### config.mk
export PLATFORM = sky130hd
export DESIGN_NAME = button_event_arbiter
export DESIGN_NICKNAME = d
export VERILOG_FILES = /design/src/rtl/button_event_arbiter.sv
export SDC_FILE = /design/constraint.sdc
export NUM_CORES = 1
export LEC_CHECK = 0
export ABC_AREA = 1
export CORE_ASPECT_RATIO = 0.7
export CORE_MARGIN = 10
export CORE_UTILIZATION = 51
export CTS_CLUSTER_SIZE = 40
export DETAILED_ROUTE_END_ITERATION = 8
export GPL_TIMING_DRIVEN = 1
export PLACE_DENSITY = 0.8
export SLEW_MARGIN = 25
export SYNTH_ARGS = -nofsm -noshare
export SYNTH_HDL_FRONTEND = slang
export SYNTH_SLANG_ARGS = --single-unit
### constraint.sdc
create_clock -name clk -period 1.8 [get_ports clk]
set_input_delay 0.54 -clock clk [delete_from_list [all_inputs] [get_ports clk]]
set_output_delay 0.54 -clock clk [all_outputs]
set_load 0.02 [all_outputs]
### src/rtl/button_event_arbiter.sv
// button_event_arbiter: turns press edges on four debounced buttons (N/E/S/W)
// into a 4-deep FIFO of 2-bit button codes. Buttons are granted round-robin.
// A press that cannot be recorded sets the sticky ovf flag.
// Optional feature macro: BTN_AUTOREPEAT_EN. When it is defined, a button that
// stays held injects synthetic presses: the first after HOLD_CYCLES, then one
// every REPEAT_CYCLES.
module button_event_arbiter #(
  parameter int HOLD_CYCLES   = 25000000,
  parameter int REPEAT_CYCLES = 5000000
) (
  input  logic       clk,
  input  logic       rst_n,
  input  logic [3:0] btn_lvl,
  input  logic       ev_ready,
  input  logic       clr_ovf,
  output logic       ev_valid,
  output logic [1:0] ev_code,
  output logic [2:0] ev_count,
  output logic       ovf
);

  logic [3:0] prev;
  logic [3:0] pending;
  logic [1:0] last_grant;
  logic [1:0] fifo_mem [4];
  logic [1:0] rd_ptr;
  logic [1:0] wr_ptr;
  logic [2:0] count;

  logic [3:0] real_press;
  logic [3:0] press;
  logic       rd_en;
  logic       grant_vld;
  logic [1:0] grant_idx;
  logic [1:0] cand;
  logic [3:0] grant_onehot;
  logic [3:0] drop;

  assign real_press = btn_lvl & ~prev;
  assign rd_en      = (count != 3'd0) & ev_ready;
  assign ev_valid   = (count != 3'd0);
  assign ev_code    = fifo_mem[rd_ptr];
  assign ev_count   = count;

`ifdef BTN_AUTOREPEAT_EN
  localparam int MAX_CYC = (HOLD_CYCLES > REPEAT_CYCLES) ? HOLD_CYCLES : REPEAT_CYCLES;
  localparam int CW      = (MAX_CYC > 1) ? $clog2(MAX_CYC + 1) : 1;

  logic [CW-1:0] hold_cnt [4];
  logic [3:0]    armed;
  logic [3:0]    in_repeat;
  logic [3:0]    syn_press;

  // A synthetic press fires when an armed, still-held button reaches its hold or repeat interval
  always_comb begin
    syn_press = 4'b0000;
    for (int i = 0; i < 4; i++) begin
      if (armed[i] && btn_lvl[i]) begin
        if (in_repeat[i]) begin
          syn_press[i] = (hold_cnt[i] == CW'(REPEAT_CYCLES - 1));
        end else begin
          syn_press[i] = (hold_cnt[i] == CW'(HOLD_CYCLES - 1));
        end
      end
    end
  end

  // Per-button hold counters: armed by a real press, disarmed on release, restarted after each repeat
  always_ff @(posedge clk or negedge rst_n) begin
    if (!rst_n) begin
      armed     <= 4'b0000;
      in_repeat <= 4'b0000;
      for (int i = 0; i < 4; i++) hold_cnt[i] <= '0;
    end else begin
      for (int i = 0; i < 4; i++) begin
        if (real_press[i]) begin
          hold_cnt[i]  <= '0;
          armed[i]     <= 1'b1;
          in_repeat[i] <= 1'b0;
        end else if (!btn_lvl[i]) begin
          hold_cnt[i]  <= '0;
          armed[i]     <= 1'b0;
          in_repeat[i] <= 1'b0;
        end else if (syn_press[i]) begin
          hold_cnt[i]  <= '0;
          in_repeat[i] <= 1'b1;
        end else if (armed[i]) begin
          hold_cnt[i]  <= hold_cnt[i] + CW'(1);
        end
      end
    end
  end

  assign press = real_press | syn_press;
`else
  logic unused_cfg;
  assign unused_cfg = HOLD_CYCLES[0] ^ REPEAT_CYCLES[0];
  assign press      = real_press;
`endif

  // Round-robin search from the button after the last grant; a full FIFO blocks any grant
  always_comb begin
    grant_vld = 1'b0;
    grant_idx = 2'd0;
    cand      = 2'd0;
    if ((pending != 4'b0000) && (count != 3'd4)) begin
      for (int k = 1; k <= 4; k++) begin
        cand = last_grant + 2'(k);
        if (!grant_vld && pending[cand]) begin
          grant_vld = 1'b1;
          grant_idx = cand;
        end
      end
    end
  end

  assign grant_onehot = grant_vld ? (4'b0001 << grant_idx) : 4'b0000;
  assign drop         = press & pending & ~grant_onehot;

  // Edge detection, pending bits, grant pointer and sticky overflow flag
  always_ff @(posedge clk or negedge rst_n) begin
    if (!rst_n) begin
      prev       <= 4'b1111;
      pending    <= 4'b0000;
      last_grant <= 2'd3;
      ovf        <= 1'b0;
    end else begin
      prev    <= btn_lvl;
      pending <= (pending & ~grant_onehot) | press;
      if (grant_vld) begin
        last_grant <= grant_idx;
      end
      if (drop != 4'b0000) begin
        ovf <= 1'b1;
      end else if (clr_ovf) begin
        ovf <= 1'b0;
      end
    end
  end

  // Four-entry event FIFO; a write and a read in the same cycle leave the count unchanged
  always_ff @(posedge clk or negedge rst_n) begin
    if (!rst_n) begin
      rd_ptr <= 2'd0;
      wr_ptr <= 2'd0;
      count  <= 3'd0;
      for (int i = 0; i < 4; i++) fifo_mem[i] <= 2'd0;
    end else begin
      if (grant_vld) begin
        fifo_mem[wr_ptr] <= grant_idx;
        wr_ptr           <= wr_ptr + 2'd1;
      end
      if (rd_en) begin
        rd_ptr <= rd_ptr + 2'd1;
      end
      count <= count + {2'b00, grant_vld} - {2'b00, rd_en};
    end
  end

endmodule

==> impl_metrics.tcl <==
set metrics [dict create \
    fill_cells 162 \
    io_buffer_count 14 \
    avg_vias_per_cell 5.42 \
    finalSetupViolations 12 \
    yosys_synthesis_warning_count 0 \
    critPathLaunchType "register" \
    period_share_pct 115 \
    ys_dominant_reg_cell "sky130_fd_sc_hd__dfrtp_1" \
    cell_count_after_synthesis 184 \
    period_needed_ps 2070 \
    post_synth_instance_area_sq_um 1540 \
    grt_use_total_pct 14.1 \
    routed_wire_length_per_instance_microns 17.9 \
    drt-initial-drc-count 121 \
    floorplan.io_pins 15 \
    yosysMostFrequentCell "sky130_fd_sc_hd__nand2_1" \
    starting_utilization_of_the_core_area_pct 54.3 \
    die-width_microns 85.7 \
    worst_relative_slew_slack_pct 77.8 \
    critical_path.max_fanout 8 \
    sort_of_element_at_the_end_of_the_critical_path "register" \
    fin_worst_skew_ps 8.83 \
    synth-seq-area-share_pct 42.7 \
    yosys.area.top_type "sky130_fd_sc_hd__dfrtp_1" \
    gp_congestion 0.875 \
    cts_max_level 1 \
    postRouteWirelength_mm 5.00 \
    pre_repair_dr_iteration_count 4 \
    setup_repair_after_global_routing_missed_its_margin "true" \
    pre_cts_setup_slack_ps -575 \
    critical_path_arrival_ps 2240 \
    synthToLayoutAreaGrowth_pct 48.3 \
    rows 16 \
    synth-xor-area-share_pct 2.27 \
    grt_antenna_before_repair 0 \
    grt_remaining_overflow 0 \
    count_of_cells_along_the_worst_register_to_register_path 14 \
    clock_sink_count 26 \
    cap_viol_max_count 0 \
    grt_start_max_net_pins 27 \
    worst_hold_path.num_cells 2 \
    antenna_violating_nets_post_route 0 \
    synth_adder_area_share_pct 6.16 \
    footprint_of_the_multi_input_gates_sq_um 913 \
    vias_in_the_first_global_route 1391 \
    tritoncts "done" \
    fp.dieArea_sq_um 5660 \
    global_route_wire_length_before_repair_mm 6.49 \
    yosys-mux-area-fraction_pct 0 \
    synth_compound_area_share_pct 8.19 \
    failed_checks "negative setup slack" \
    synth_fp_nets 199 \
    synth-edff-count 0 \
    setup.worst_path.class "reg -> reg" \
    postSynthAreaPerCell_sq_um 8.38 \
    num_antenna_cells 0 \
    worst_slack_ps -268 \
    slew_at_the_pin_closest_to_its_max_slew_limit_ps 334 \
    timing_max_transition_violations_final 0 \
    die_h_microns 66.0 \
    regArea_sq_um 661 \
    placeableCoreArea_sq_um 2840 \
    place.detailed.hpwl_mm 2.64 \
    drt_drc_violations_left 0 \
    ctsLongestPathBuffers 2 \
    fmax_ghz 0.484 \
    postSynthRegisterBits 26 \
    synthTopCellsByCount "sky130_fd_sc_hd__nand2_1, sky130_fd_sc_hd__dfrtp_1, sky130_fd_sc_hd__inv_1" \
    insertion_delay_of_the_later_clocked_pin_in_the_worst_skew_pair_ps 280 \
    cts-root-buf "sky130_fd_sc_hd__clkbuf_8" \
    detailroute.via_count 1518 \
    synth_top_family_by_area "simple AND/OR/NAND/NOR gates" \
    run_status "finished with violations" \
    synth.top_cells.by_area "sky130_fd_sc_hd__dfrtp_1, sky130_fd_sc_hd__nand2_1, sky130_fd_sc_hd__dfstp_2, sky130_fd_sc_hd__nand2_2, sky130_fd_sc_hd__nand2_4" \
    timing_hold_violations_final 0 \
    cts-buffers-inserted 3 \
    synth-simple-area-share_pct 33.0 \
    clkSlewWorstSetupHoldPaths_ps 100 \
    min_path_type "reg -> reg" \
    yosysUniqueCellTypes 26 \
    postSynth.asyncResetShare_pct 100 \
    finalHoldWorstSlack_ps 492 \
    post_route_cells_drive_above_1_share_pct 50.0 \
    synth.top_cell.area_share_pct 32.4 \
    fin_nets 260 \
    timing.critical_path.required_ps 1970 \
]
==> logic make-up (layout without fill, tap and decap cells) <==
family / count (synthesis) / after routing
flip-flops: 26 / 26
adder cells (fa/ha/maj): 7 / 7
XOR/XNOR: 4 / 4
AO/OA/AOI/OAI: 24 / 24
AND/OR/NAND/NOR: 96 / 96
buffers and inverters: 27 / 87
==> critical path, cell delays in order (launching register included) <==
cell	delay [ps]
sky130_fd_sc_hd__dfstp_2	590
sky130_fd_sc_hd__buf_12	130
sky130_fd_sc_hd__inv_8	50
sky130_fd_sc_hd__nand2_4	70
sky130_fd_sc_hd__nand2_4	80
sky130_fd_sc_hd__nand2_4	90
sky130_fd_sc_hd__nand2_4	70
sky130_fd_sc_hd__inv_4	70
sky130_fd_sc_hd__nand3_2	120
sky130_fd_sc_hd__a21oi_2	280
sky130_fd_sc_hd__nand2_4	90
sky130_fd_sc_hd__nand2_2	60
sky130_fd_sc_hd__nand2_1	50
sky130_fd_sc_hd__nor2_1	120
sky130_fd_sc_hd__nand2_1	70
==> worst paths after layout <==
check	from	endpoint	slack [ps]
worst max-delay path	last_grant[0]$_DFFE_PN1P_	ovf$_DFFE_PN0P_	-270
worst min-delay path	fifo_mem[2]$_DFFE_PN0P_	fifo_mem[2]$_DFFE_PN0P_	490
worst max register to register	last_grant[0]$_DFFE_PN1P_	ovf$_DFFE_PN0P_	-270
worst min register to register	fifo_mem[2]$_DFFE_PN0P_	fifo_mem[2]$_DFFE_PN0P_	490
max in group asynchronous	rst_n	prev[0]$_DFF_PN1_	860
min in group asynchronous	rst_n	rd_ptr[0]$_DFFE_PN0P_	650
==> cell usage in the layout, fill, tap and decap left out, types with 2 or more instances in the layout <==
cell type	instances
sky130_fd_sc_hd__o22ai_1	2
sky130_fd_sc_hd__inv_4	2
sky130_fd_sc_hd__nand2_4	20
sky130_fd_sc_hd__clkbuf_2	2
sky130_fd_sc_hd__buf_4	39
sky130_fd_sc_hd__buf_6	4
sky130_fd_sc_hd__dfrtp_1	18
sky130_fd_sc_hd__ha_4	2
sky130_fd_sc_hd__inv_2	10
sky130_fd_sc_hd__dlygate4sd2_1	3
sky130_fd_sc_hd__nand2_2	12
sky130_fd_sc_hd__ha_1	4
sky130_fd_sc_hd__a21oi_1	3
sky130_fd_sc_hd__nor2_4	2
sky130_fd_sc_hd__nor2_2	2
sky130_fd_sc_hd__buf_12	2
sky130_fd_sc_hd__xor2_1	3
sky130_fd_sc_hd__o21ai_0	8
sky130_fd_sc_hd__o21ai_2	4
sky130_fd_sc_hd__o21ai_1	6
sky130_fd_sc_hd__nand2_1	39
sky130_fd_sc_hd__nand3_1	6
sky130_fd_sc_hd__nor2_1	8
sky130_fd_sc_hd__clkbuf_8	3
sky130_fd_sc_hd__dfstp_2	6
sky130_fd_sc_hd__inv_1	13
sky130_fd_sc_hd__clkdlybuf4s50_1	6
sky130_fd_sc_hd__dfrtp_2	2
sky130_fd_sc_hd__nand3_2	4
==> registers in the layout, indices dropped and copies added, names as in the netlist <==
signal and count:
ovf 1, rd_ptr 2, last_grant 2, pending 4
ev_count 3, prev 4, fifo_mem 8, wr_ptr 2
==> per-stage QoR <==
stage	setup TNS [ps]	area, sq um	std cells	utilization [%]
floorplan	-669	1550	184	-
global placement	-1130	1890	256	66.6
detailed placement	-1680	1890	256	66.6
CTS	-376	2050	266	72.0
global route	-2380	2290	280	80.5
finish	-1750	2290	280	80.5
==> cell type report <==
class                      count  share of cell area [%]
multi-input combinational    131                    39.9
clock buffer                   3                    1.81
timing repair buffer          57                    21.3
sequential                    26                    28.9
tap                           36                    1.97
inverter                      26                    4.81
clock inverter                 1                    1.31
==> timing repair <==
action | 4_1_cts | 5_1_grt
buffers inserted | 6 | 14
hold buffers | 0 | 0
pin swaps | 7 | 22
resized for setup | 28 | 46
setup endpoints to repair | 17 | 19
==> per-layer routing <==
metal | vias to the layer above | share of wire [%] | global-route usage, %
li1 | 695 | - | -
met3 | 21 | 6.4 | 4.31
met5 | - | 0 | 0
met4 | 0 | 3.6 | 6.56
met1 | 734 | 39 | 15.9
met2 | 68 | 51 | 24.0
Power is left out: the tool's default activity adds up to more than one toggle a clock period on the data nets, which glitch-free logic cannot reach.
